File: config.mk
export PLATFORM = sky130hd
export DESIGN_NAME = uart_frame_receiver
export DESIGN_NICKNAME = d
export VERILOG_FILES = /design/src/rtl/uart_frame_pkg.sv /design/src/rtl/uart_frame_receiver_rx_byte.sv /design/src/rtl/uart_frame_receiver.sv
export SDC_FILE = /design/constraint.sdc
export NUM_CORES = 1
export LEC_CHECK = 0
export BUFFER_PORTS_ARGS = -buffer_cell sky130_fd_sc_hd__buf_2
export CORE_MARGIN = 2
export CORE_UTILIZATION = 57
export CTS_CLUSTER_SIZE = 8
export DETAILED_ROUTE_END_ITERATION = 8
export GPL_TIMING_DRIVEN = 0
export PLACE_DENSITY = 0.78
export SYNTH_ARGS = -nofsm -noshare
export SYNTH_HDL_FRONTEND = slang
export SYNTH_HIERARCHICAL = 1
export SYNTH_SLANG_ARGS = --single-unit
File: constraint.sdc
create_clock -name clk -period 2.7 [get_ports clk]
set_clock_uncertainty 0.05 [all_clocks]
set_input_delay 0.54 -clock clk [delete_from_list [all_inputs] [get_ports clk]]
set_output_delay 0.54 -clock clk [all_outputs]
set_load 0.05 [all_outputs]
File: src/rtl/uart_frame_pkg.sv
// Shared types and defaults for the UART frame receiver.
// Optional feature macro used by this block: RX_TIMEOUT_EN.
package uart_frame_pkg;

    localparam int unsigned DEF_CLKS_PER_BIT = 16;
    localparam int unsigned DEF_NUM_CHANNEL  = 4;
    localparam int unsigned DEF_NUM_PIXEL    = 16;
    localparam int unsigned DEF_PIXEL_WIDTH  = 16;
    localparam int unsigned DEF_TIMEOUT_BITS = 32;
    localparam int unsigned BYTE_W           = 8;

    // Byte receiver states
    typedef logic [1:0] rx_state_t;
    localparam rx_state_t eRxIdle  = 2'd0;
    localparam rx_state_t eRxStart = 2'd1;
    localparam rx_state_t eRxData  = 2'd2;
    localparam rx_state_t eRxStop  = 2'd3;

    // Pixels travel low byte first; rebuild as {high, low}
    function automatic logic [2*BYTE_W-1:0] join_bytes(input logic [BYTE_W-1:0] hi,
                                                        input logic [BYTE_W-1:0] lo);
        return {hi, lo};
    endfunction

endpackage

File: src/rtl/uart_frame_receiver_rx_byte.sv
// 8N1 byte receiver: input synchroniser plus start/data/stop state machine.
// Strobe outputs are combinational (_c) so the assembler can register them with one clock of latency.
module uart_rx_byte
    import uart_frame_pkg::*;
#(
    parameter int unsigned CLKS_PER_BIT = DEF_CLKS_PER_BIT
) (
    input  logic              clk,
    input  logic              nRST,
    input  logic              serialIn,
    output logic              byte_valid_c,
    output logic [BYTE_W-1:0] byte_data_c,
    output logic              framing_err_c,
    output logic              rx_idle_c,
    output logic              start_edge_c
);

    localparam int unsigned CNT_W    = $clog2(CLKS_PER_BIT);
    localparam int unsigned HALF_BIT = CLKS_PER_BIT / 2;

    logic [1:0]        sync_q, sync_d;
    logic              prev_q, prev_d;
    rx_state_t         state_q, state_d;
    logic [CNT_W-1:0]  cnt_q, cnt_d;
    logic [2:0]        bit_idx_q, bit_idx_d;
    logic [BYTE_W-1:0] shift_q, shift_d;
    logic              rx_c;
    logic              bit_end_c;

    assign rx_c      = sync_q[1];
    assign bit_end_c = (cnt_q == CNT_W'(CLKS_PER_BIT - 1));

    // State register and synchroniser; line idles high out of reset
    always_ff @(posedge clk or negedge nRST) begin
        if (!nRST) begin
            sync_q    <= 2'b11;
            prev_q    <= 1'b1;
            state_q   <= eRxIdle;
            cnt_q     <= '0;
            bit_idx_q <= '0;
            shift_q   <= '0;
        end else begin
            sync_q    <= sync_d;
            prev_q    <= prev_d;
            state_q   <= state_d;
            cnt_q     <= cnt_d;
            bit_idx_q <= bit_idx_d;
            shift_q   <= shift_d;
        end
    end

    // Next-state logic: wait half a bit to qualify the start, then sample mid-bit
    always_comb begin
        sync_d        = {sync_q[0], serialIn};
        prev_d        = rx_c;
        state_d       = state_q;
        cnt_d         = cnt_q;
        bit_idx_d     = bit_idx_q;
        shift_d       = shift_q;
        byte_valid_c  = 1'b0;
        framing_err_c = 1'b0;
        start_edge_c  = 1'b0;

        case (state_q)
            eRxIdle: begin
                cnt_d = '0;
                if (prev_q && !rx_c) begin
                    start_edge_c = 1'b1;
                    state_d      = eRxStart;
                end
            end
            eRxStart: begin
                if (cnt_q == CNT_W'(HALF_BIT - 1)) begin
                    cnt_d     = '0;
                    bit_idx_d = '0;
                    state_d   = rx_c ? eRxIdle : eRxData;
                end else begin
                    cnt_d = cnt_q + 1'b1;
                end
            end
            eRxData: begin
                if (bit_end_c) begin
                    cnt_d     = '0;
                    shift_d   = {rx_c, shift_q[BYTE_W-1:1]};
                    bit_idx_d = bit_idx_q + 3'd1;
                    if (bit_idx_q == 3'd7) begin
                        state_d = eRxStop;
                    end
                end else begin
                    cnt_d = cnt_q + 1'b1;
                end
            end
            eRxStop: begin
                if (bit_end_c) begin
                    // Leave mid stop bit so a back-to-back start edge is not missed
                    cnt_d         = '0;
                    byte_valid_c  = rx_c;
                    framing_err_c = !rx_c;
                    state_d       = eRxIdle;
                end else begin
                    cnt_d = cnt_q + 1'b1;
                end
            end
            default: begin
                state_d = eRxIdle;
            end
        endcase
    end

    assign byte_data_c = shift_q;
    assign rx_idle_c   = (state_q == eRxIdle);

endmodule

File: src/rtl/uart_frame_receiver.sv
// UART frame receiver: pairs received bytes into 16-bit pixels tagged with channel/pixel index.
// Optional macro RX_TIMEOUT_EN adds an idle timer that aborts a partial frame.
module uart_frame_receiver
    import uart_frame_pkg::*;
#(
    parameter int unsigned CLKS_PER_BIT = DEF_CLKS_PER_BIT,
    parameter int unsigned NUM_CHANNEL  = DEF_NUM_CHANNEL,
    parameter int unsigned NUM_PIXEL    = DEF_NUM_PIXEL,
    parameter int unsigned PIXEL_WIDTH  = DEF_PIXEL_WIDTH,
    parameter int unsigned TIMEOUT_BITS = DEF_TIMEOUT_BITS
) (
    input  logic                           clk,
    input  logic                           nRST,
    input  logic                           serialIn,
    output logic                           pixelValid,
    output logic [15:0]                    pixelData,
    output logic [$clog2(NUM_CHANNEL)-1:0] channelIdx,
    output logic [$clog2(NUM_PIXEL)-1:0]   pixelIdx,
    output logic                           frameDone,
    output logic                           framingErr,
    output logic                           rxTimeout
);

    localparam int unsigned CH_W = $clog2(NUM_CHANNEL);
    localparam int unsigned PX_W = $clog2(NUM_PIXEL);

    // Parameter sanity checks at elaboration
    if (PIXEL_WIDTH != 16) begin : g_bad_pixel_width
        $error("uart_frame_receiver: PIXEL_WIDTH must be 16");
    end
    if ((CLKS_PER_BIT < 4) || (CLKS_PER_BIT % 2 != 0)) begin : g_bad_clks_per_bit
        $error("uart_frame_receiver: CLKS_PER_BIT must be even and >= 4");
    end

    logic              byte_valid_c;
    logic [BYTE_W-1:0] byte_data_c;
    logic              framing_err_c;
    logic              rx_idle_c;
    logic              start_edge_c;
    logic              timeout_fire_c;

    uart_rx_byte #(
        .CLKS_PER_BIT (CLKS_PER_BIT)
    ) u_rx_byte (
        .clk           (clk),
        .nRST          (nRST),
        .serialIn      (serialIn),
        .byte_valid_c  (byte_valid_c),
        .byte_data_c   (byte_data_c),
        .framing_err_c (framing_err_c),
        .rx_idle_c     (rx_idle_c),
        .start_edge_c  (start_edge_c)
    );

    logic              have_low_q, have_low_d;
    logic [BYTE_W-1:0] low_q, low_d;
    logic [CH_W-1:0]   ch_q, ch_d;
    logic [PX_W-1:0]   px_q, px_d;
    logic              pixel_valid_q, pixel_valid_d;
    logic [15:0]       pixel_data_q, pixel_data_d;
    logic [CH_W-1:0]   ch_out_q, ch_out_d;
    logic [PX_W-1:0]   px_out_q, px_out_d;
    logic              frame_done_q, frame_done_d;
    logic              framing_err_q, framing_err_d;

`ifdef RX_TIMEOUT_EN
    localparam int unsigned CNT_W = $clog2(CLKS_PER_BIT);
    localparam int unsigned TB_W  = (TIMEOUT_BITS > 1) ? $clog2(TIMEOUT_BITS) : 1;

    logic [CNT_W-1:0] to_clk_q, to_clk_d;
    logic [TB_W-1:0]  to_bits_q, to_bits_d;
    logic             rx_timeout_q;
    logic             at_frame_start_c;

    assign at_frame_start_c = !have_low_q && (ch_q == '0) && (px_q == '0);

    // Idle bit-time counter; only runs while a partial frame is waiting
    always_comb begin
        to_clk_d       = to_clk_q;
        to_bits_d      = to_bits_q;
        timeout_fire_c = 1'b0;
        if (start_edge_c || !rx_idle_c || at_frame_start_c) begin
            to_clk_d  = '0;
            to_bits_d = '0;
        end else if (to_clk_q == CNT_W'(CLKS_PER_BIT - 1)) begin
            to_clk_d = '0;
            if (to_bits_q == TB_W'(TIMEOUT_BITS - 1)) begin
                to_bits_d      = '0;
                timeout_fire_c = 1'b1;
            end else begin
                to_bits_d = to_bits_q + 1'b1;
            end
        end else begin
            to_clk_d = to_clk_q + 1'b1;
        end
    end

    // Timer registers
    always_ff @(posedge clk or negedge nRST) begin
        if (!nRST) begin
            to_clk_q     <= '0;
            to_bits_q    <= '0;
            rx_timeout_q <= 1'b0;
        end else begin
            to_clk_q     <= to_clk_d;
            to_bits_q    <= to_bits_d;
            rx_timeout_q <= timeout_fire_c;
        end
    end

    assign rxTimeout = rx_timeout_q;
`else
    logic unused_timer_c;

    assign timeout_fire_c = 1'b0;
    assign unused_timer_c = rx_idle_c ^ start_edge_c;
    assign rxTimeout      = 1'b0;
`endif

    // Assembler: low byte is held, high byte completes a pixel and advances channel/pixel index
    always_comb begin
        have_low_d    = have_low_q;
        low_d         = low_q;
        ch_d          = ch_q;
        px_d          = px_q;
        pixel_valid_d = 1'b0;
        pixel_data_d  = pixel_data_q;
        ch_out_d      = ch_out_q;
        px_out_d      = px_out_q;
        frame_done_d  = 1'b0;
        framing_err_d = framing_err_c;

        if (byte_valid_c) begin
            if (!have_low_q) begin
                low_d      = byte_data_c;
                have_low_d = 1'b1;
            end else begin
                have_low_d    = 1'b0;
                pixel_valid_d = 1'b1;
                pixel_data_d  = join_bytes(byte_data_c, low_q);
                ch_out_d      = ch_q;
                px_out_d      = px_q;
                if (ch_q == CH_W'(NUM_CHANNEL - 1)) begin
                    ch_d = '0;
                    if (px_q == PX_W'(NUM_PIXEL - 1)) begin
                        px_d         = '0;
                        frame_done_d = 1'b1;
                    end else begin
                        px_d = px_q + 1'b1;
                    end
                end else begin
                    ch_d = ch_q + 1'b1;
                end
            end
        end else if (timeout_fire_c) begin
            have_low_d = 1'b0;
            ch_d       = '0;
            px_d       = '0;
        end
    end

    // Assembler and output registers
    always_ff @(posedge clk or negedge nRST) begin
        if (!nRST) begin
            have_low_q    <= 1'b0;
            low_q         <= '0;
            ch_q          <= '0;
            px_q          <= '0;
            pixel_valid_q <= 1'b0;
            pixel_data_q  <= '0;
            ch_out_q      <= '0;
            px_out_q      <= '0;
            frame_done_q  <= 1'b0;
            framing_err_q <= 1'b0;
        end else begin
            have_low_q    <= have_low_d;
            low_q         <= low_d;
            ch_q          <= ch_d;
            px_q          <= px_d;
            pixel_valid_q <= pixel_valid_d;
            pixel_data_q  <= pixel_data_d;
            ch_out_q      <= ch_out_d;
            px_out_q      <= px_out_d;
            frame_done_q  <= frame_done_d;
            framing_err_q <= framing_err_d;
        end
    end

    assign pixelValid = pixel_valid_q;
    assign pixelData  = pixel_data_q;
    assign channelIdx = ch_out_q;
    assign pixelIdx   = px_out_q;
    assign frameDone  = frame_done_q;
    assign framingErr = framing_err_q;

endmodule

==> results of run 1 <==
==> kinds of logic after synthesis <==
kind of cell    after synthesis
buf+inv                      13
simple gates                 35
mux                          40
other cells                   1
xor+xnor                      3
compound gates               18
flops                        60
fa+ha+maj                     5
==> state kept, by name (all words and copies together) (netlist names), named ones only <==
name and cells:
pixelData 16, u_rx_byte/bit_idx_q 3, pixelIdx 4, u_rx_byte/state_q 1
ch_q 2, u_rx_byte/cnt_q 4, frameDone 1, u_rx_byte/prev_q 1
pixelValid 1, u_rx_byte/sync_q 2, u_rx_byte/byte_data_c 8, have_low_q 1
low_q 8, px_q 4, channelIdx 2, framingErr 1
==> layout make-up <==
cell class | count | area share, %
Clock inverter | 4 | 1.61
Clock buffer | 12 | 5.25
Inverter | 4 | 0.508
Multi-Input combinational cell | 102 | 32.3
Tap cell | 52 | 2.20
Buffer | 9 | 2.46
Timing Repair Buffer | 27 | 4.66
Sequential cell | 60 | 51.0
==> synthesized netlist by cell type (3+ instances only) <==
cell       n
a21oi_1    6
buf_4      6
dfrtp_1   57
dfstp_2    3
ha_1       5
inv_1      4
mux2_2    21
mux2_4    17
nand2_1    3
nand2b_1   3
nand3_1    4
nor2_1     6
nor2b_1    3
nor3_1     5
o21ai_0    4
==> critical path: stages, from the launching register on <==
cell     delay, ns
dfrtp_1       0.39
ha_1          0.16
buf_4         0.17
nand4_4       0.19
nor3_1        0.69
nor2b_1       0.22
buf_4         0.19
mux2_2        0.35
==> where the power goes <==
part | internal [uW] | switching, uW
clock network | 473 | 339
logic | 123 | 188
registers | 952 | 47.8
total | 1550 | 575
==> worst paths after layout <==
kind,from,cells after the start,endpoint,slack [ns]
worst max-delay path,u_rx_byte/cnt_q[0],7,low_q[0],0.17
worst min-delay path,nRST,1,u_rx_byte/cnt_q[0],0.21
worst max register to register,u_rx_byte/cnt_q[0],7,low_q[0],0.17
worst min register to register,u_rx_byte/sync_q[0],0,u_rx_byte/sync_q[1],0.31
max in group asynchronous,nRST,1,pixelIdx[1],1.90
min in group clk,serialIn,1,u_rx_byte/sync_q[0],0.26
==> routing by layer <==
metal  global-route usage, %  vias up  part of all wire (%)
met5                       0        -                     0
met4                    11.3        0                   1.6
met3                    4.56       10                   4.9
met2                    31.6       39                    48
met1                    25.9      738                    46
li1                        -      693                     -
==> stage by stage <==
step	utilization (%)	setup slack (ns)	hold WS [ns]	instance area, um2
floorplan	-	0.482	0.194	2550
global placement	63.5	0.282	0.298	2750
detailed placement	63.5	0.182	0.306	2750
CTS	68.2	0.185	0.248	2950
global route	68.3	0.0690	0.248	2950
finish	68.3	0.173	0.209	2950
==> run metrics, run 1 <==
GRT Total Usage 20.1%; drt pass-1 iters 4; Worst setup SP type flop; number of global-route vias before repair ~1600; Compound-Gate Fraction of Synth Area 4.52%; multiplexer share of the synthesized area between 20% and 30%; Vias/cell approximately 5.5; Worst slew margin between 40% and 50%; share of Yosys cell area claimed by the top area cell type about 56%; Worst Setup End Kind flop; fraction of layout cells with a size suffix above 1 44.0%; Setup TNS 0 ns; n_diodes 0; chip height 70.9 um; Adder-Cell Fraction of Synth Area between 2 and 2.5%; Avg Inst Size Synth about 15 um2; DR DRC count 0; Synth cell types 36; final setup fails 0; port bufs 27; first-pass GRT wire length between 7000 and 8000 um; largest net degree at the start of global routing 61; WS Path Type reg2reg; minimum clock period 2.53 ns; prevailing post-synth register cell dfrtp_1; htree depth 3; post_cts resized 0; DRT antenna net count 0; Post-Syn Instances 175; Layout fillers 326; remaining global-route overflow 0; die width around 71 um; area of the multi-input gates 955 um2; Syn-to-layout area delta 15.9%; routed len/inst about 17 um; Hold Buf Count CTS 0; clock transition at the registers of the reported paths roughly 0.06 ns; register area share after synthesis 59.1%; FMAX roughly 400 MHz; Finished Layout Cells 270; post-synthesis register bit count 60; Worst EP required approximately 2.9 ns; Setup Fix Bufs, Post-CTS 0; clock buffer depth 2; Initial DRC Count 60; clk_lat worst skew between 0.3 and 0.4 ns; synthesized-area fraction occupied by and/or/nand/nor cells under 10%; Final HPWL DP roughly 2900 um; leak pwr 0.00164 uW; initial antenna violation count 0; Root Driver clkbuf_8; Pwr Density just over 700 nW/um2; CP arrival approximately 2.7 ns; final max-slew violation count 0; dpl cells around 250; I/O Pins 29; run status complete, no violations; Peak VDD IR about 0.46 mV; Synth Net Count between 150 and 200; Core Footprint approximately 4300 um2; CTS tree done; Area contributors post-synth dfrtp_1 (56%), mux2_4 (10%), mux2_2 (9.3%); RD Place Congestion roughly 0.8; Final Cycle Share 93.6%; total power about 2100 uW; HP Class in2async; max capacitance violation total 0; leading area contributor after synthesis dfrtp_1; largest family of logic cells by synthesized area multiplexers; commonest non-fill, non-tap cell in the layout dfrtp_1; unrepaired setup endpoints after global routing no; final hold vios 0; yosys warns 6; Worst Max-Slew Pin Slew 0.833 ns; register area approximately 1500 um2; Nets 221; vias around 1500; commonest non-fill, non-tap cells in the layout dfrtp_1 (57), buf_2 (27), mux2_2 (21); FP Rows 24; Mapped Area ~2500 um2; Post-synth EDFFs 0; die area approximately 5000 um2; initial core utilization about three fifths; asr flop ratio synth between 90% and 100%; Synth Area in XOR/XNOR 1.03%; Num Clock Sinks 60; crit path max fanout 8; final wirelength approximately 4500 um; CTS buffer count 9
No activity file was read; power rests on OpenSTA's default activity.
==> run 2, diff against run 1 <==
- BUFFER_PORTS_ARGS: -buffer_cell sky130_fd_sc_hd__buf_2 -> not set
- CORE_UTILIZATION: 57 -> 60
- DONT_BUFFER_PORTS: not set -> 1
- PLACE_DENSITY: 0.78 -> 0.76
==> run 2 against run 1 <==
Setup slack better by 0.017 ns. Global-route usage down 0.60 points. Power down 6.5%. First-iteration DRC count up 93%. Register-to-register slack better by 0.02 ns. Highest routed layer unchanged. Worst hold slack worse by 0.19 ns. Cell area down 4.6%.
==> run metrics, run 2 (synthesis results as in run 1) <==
clk_lat worst skew approximately 0.32 ns; Vias/cell just under 6; FP Rows 23; vias between 1000 and 1500; initial antenna violation count 0; WS Path Type reg2reg; max capacitance violation total 0; DR DRC count 0; n_diodes 0; final max-slew violation count 0; Syn-to-layout area delta 10.6%; remaining global-route overflow 0; clock buffer depth 2; DRT antenna net count 0; Worst EP required 2.86 ns; CP arrival approximately 2.7 ns; commonest non-fill, non-tap cell in the layout dfrtp_1; I/O Pins 29; critical path startpoint u_rx_byte/cnt_q[0]; worst r2r src u_rx_byte/cnt_q[0]; largest net degree at the start of global routing 58; leak pwr about 0.0015 uW; initial core utilization between 60% and 70%; number of flip-flops in the largest register 16; Final Cell Area roughly 2800 um2; final wirelength 4160 um; crit path max fanout 10; number of global-route vias before repair between 1000 and 1500; clock transition at the registers of the reported paths 0.06 ns; Worst setup SP type flop; HP Class in2async; RD Place Congestion around 0.83; Worst slew margin between 40% and 50%; Pwr Density just over 700 nW/um2; Core Footprint 4060 um2; fraction of layout cells with a size suffix above 1 a little over a third; die area between 4000 and 5000 um2; GRT Total Usage between 10% and 20%; CTS tree done; die width slightly below 70 um; Layout fillers 263; CTS buffer count 9; Final Cycle Share between 90 and 100%; run status complete, no violations; Worst Max-Slew Pin Slew 0.826 ns; final hold vios 0; first-pass GRT wire length between 7000 and 8000 um; FMAX 398 MHz; Peak VDD IR about 0.45 mV; routed len/inst 17.2 um; commonest non-fill, non-tap cells in the layout dfrtp_1 (57), mux2_2 (21), mux2_4 (17); Final HPWL DP between 2000 and 3000 um; htree depth 3; minimum clock period around 2.5 ns; port bufs 0; Nets 196; Worst Setup End Kind flop; drt pass-1 iters 4; unrepaired setup endpoints after global routing no; chip height between 60 and 70 um; placed cell areas ~2600 um2; Setup TNS 0 ns; Root Driver clkbuf_8; Num Clock Sinks 60; Initial DRC Count ~120; final setup fails 0; Setup Fix Bufs, Post-CTS 0
-- run 2: worst max-delay path: stages, from the launching register on --
cell and delay, ns:
dfrtp_1 0.38, ha_1 0.16, buf_4 0.16, nand4_4 0.20, nor3_1 0.69, nand2_4 0.21
buf_6 0.23, mux2_4 0.30
-- run 2: cell type report --
class | instances | area (um2) | area share (%)
clock inverter | 2 | 10.0 | 0.355
tap | 50 | 62.6 | 2.22
timing repair buffer | 2 | 37.5 | 1.33
clock buffer | 13 | 159 | 5.64
inverter | 4 | 15.0 | 0.533
multi-input combinational | 102 | 955 | 33.9
sequential | 60 | 1510 | 53.4
buffer | 9 | 72.6 | 2.58
-- run 2: final timing paths --
check                                 endpoint  slack, ns  cells past startpoint
hold reg to reg            u_rx_byte/sync_q[1]       0.31                      0
max in group asynchronous     u_rx_byte/prev_q       1.93                      1
hold / removal                   channelIdx[1]       0.02                      1
min in group clk           u_rx_byte/sync_q[0]       0.16                      0
setup reg to reg                 pixelData[10]       0.19                      7
setup / recovery                 pixelData[10]       0.19                      7
-- run 2: power breakdown --
group	total [uW]	internal, uW	switching, uW
registers	998	952	46.3
logic	299	126	173
clock network	687	375	311
total	1980	1450	530
-- run 2: repair_timing --
action | 4_1_cts | 5_1_grt
hold endpoints to repair | 57 | 0
resized for setup | 0 | 0
hold buffers | 2 | 0
-- run 2: layer usage --
layer / GRT usage, % / part of all wire (%) / vias to the layer above
li1: - / - / 647
met4: 10.2 / 1.5 / 0
met1: 26.6 / 45 / 705
met2: 28.5 / 49 / 38
met3: 5.26 / 4.2 / 6
met5: 0 / 0 / -
-- run 2: through the flow --
| stage | power (uW) | setup slack [ns] | util [%] | hold WS (ns) | cells |
|---|---|---|---|---|---|
| after floorplan | 1240 | 0.482 | - | 0.194 | 175 |
| after global placement | 1270 | 0.260 | 64.3 | 0.196 | 225 |
| after detailed placement | 1290 | 0.165 | 64.3 | 0.196 | 225 |
| after CTS | 2000 | 0.162 | 69.4 | 0.0218 | 242 |
| after global routing | 2080 | 0.0200 | 69.4 | 0.0306 | 242 |
| final | 1980 | 0.190 | 69.4 | 0.0228 | 242 |
==> run 3, diff against run 2 <==
- ABC_AREA: not set -> 1
==> run 3 against run 2 <==
Clock power up 1%. Register-to-register slack better by 0.63 ns. Count of clock-buffer cells in the layout up 1. Sequential power down 4.0%. First-iteration DRC count up 9.5%. Critical endpoint is now low_q[5]. Power down 11%. Die area down 2.7%. Sequential cell count unchanged. Fmax up 34%.
==> run metrics, run 3 <==
run status complete, no violations; initial core utilization roughly 62%; die area 4650 um2; Syn-to-layout area delta 10.5%; HP Class in2async; minimum clock period approximately 1.9 ns; Peak VDD IR between 0.4 and 0.5 mV; max capacitance violation total 0; fraction of layout cells with a size suffix above 1 ~16%; Initial DRC Count 127; drt pass-1 iters 4; Worst Setup End Kind flop; crit path max fanout 10; Net Switching between 400 and 500 uW; total power between 1500 and 2000 uW; slack of the critical path 0.825 ns; Root Driver clkbuf_8; remaining global-route overflow 0; Setup TNS 0 ns; Layout Utilization between 60% and 70%; yosys warns 6; Core Footprint between 3000 and 4000 um2; routed len/inst ~13 um; Flop pwr share a little over half; htree depth 3; vias around 1700; post_cts resized 0; port bufs 0; DRT antenna net count 0; sw frac about a quarter; Avg Inst Size Synth around 9.8 um2; Logic pwr share 6.7%; Mapped Area ~2500 um2; unrepaired setup endpoints after global routing no; Reg2Reg Setup Slack just over 0.8 ns; final wirelength 4260 um; Num Clock Sinks 60; Post-Syn Instances about 250; Final HPWL DP ~2800 um; I/O Pins 29; final hold vios 0; chip height approximately 68 um; CTS tree done; final setup fails 0; internal power about 1300 uW; clock transition at the registers of the reported paths about 0.060 ns; Clock Power Share between 30% and 40%; Setup Fix Bufs, Post-CTS 0; commonest non-fill, non-tap cell in the layout nand2_1; FMAX ~530 MHz; n_diodes 0; Nets roughly 270; commonest non-fill, non-tap cells in the layout nand2_1 (82), dfrtp_1 (57), inv_1 (28); final max-slew violation count 0; Vias/cell between 5 and 6; capturing point of the worst reg2reg path low_q[5]; clk_lat worst skew 0.33 ns; Synth Net Count approximately 260; Hold Buf Count CTS 1; first-pass GRT wire length approximately 7100 um; CTS buffer count 9; worst r2r src u_rx_byte/cnt_q[0]; Final Cycle Share between 60% and 70%; DR DRC count 0; Worst EP required around 2.9 ns; number of flip-flops in the largest register 16; die width slightly below 70 um; CP arrival about 2.1 ns; worst reg-to-reg path cell count 9; WS Path Type reg2reg; GRT Total Usage 21.8%; RD Place Congestion 0.784; leak pwr 0.00137 uW; largest net degree at the start of global routing a little over 60; FP Rows 23; worst slack at placement around 0.83 ns; Worst setup SP type flop; number of global-route vias before repair approximately 1600; initial antenna violation count 0; clock buffer depth 2; Pwr Density approximately 650 nW/um2
run 3: critical path, stage by stage, from the launching register on:
cell	delay, ns
dfrtp_1	0.37
ha_1	0.24
nand3_2	0.15
nor3_1	0.25
inv_1	0.09
or2_1	0.23
buf_6	0.14
buf_12	0.14
nand2_2	0.06
o21ai_2	0.05
run 3: power groups by stage:
stage	registers [uW]	logic (uW)	clock network, uW
floorplan	968	81.4	0
global placement	973	95.7	0
detailed placement	974	98.2	0
CTS	958	122	711
global route	961	142	759
finish	958	119	696
run 3: metal layers:
metal  wire length, um  vias up  track usage [%]
met5                 0        -                0
met4                96        0             12.0
met3               235        9             9.54
met2              1930       42             30.9
met1              2000      826             28.1
li1                  -      815                -
run 3: how the worst max path moves through the flow:
stage                             startpoint       endpoint  slack [ns]  cells after the start
after floorplan           u_rx_byte/cnt_q[0]       low_q[5]        0.97                      9
after global placement    u_rx_byte/cnt_q[0]  pixelData[14]        0.86                      6
after detailed placement  u_rx_byte/cnt_q[0]  channelIdx[1]        0.83                      6
after CTS                 u_rx_byte/cnt_q[0]  pixelData[12]        0.82                      6
after global routing      u_rx_byte/cnt_q[0]  channelIdx[1]        0.64                      6
final                     u_rx_byte/cnt_q[0]       low_q[5]        0.82                      9
run 3: cell type report:
cell class	count	area (um2)
repair buffers	1	27.5
multi-input cells	155	783
well taps	50	62.6
inverters	30	115
flip-flops and latches	60	1510
clock buffers	14	163
clock inverters	1	7.51
plain buffers	8	71.3
fillers	307	1240
run 3: stage by stage:
stage	instances	cell area [um2]	hold slack, ns
global placement	303	2540	0.196
global route	319	2740	0.0205
detailed placement	303	2540	0.196
floorplan	253	2470	0.194
finish	319	2740	0.0220
CTS	319	2740	0.0231
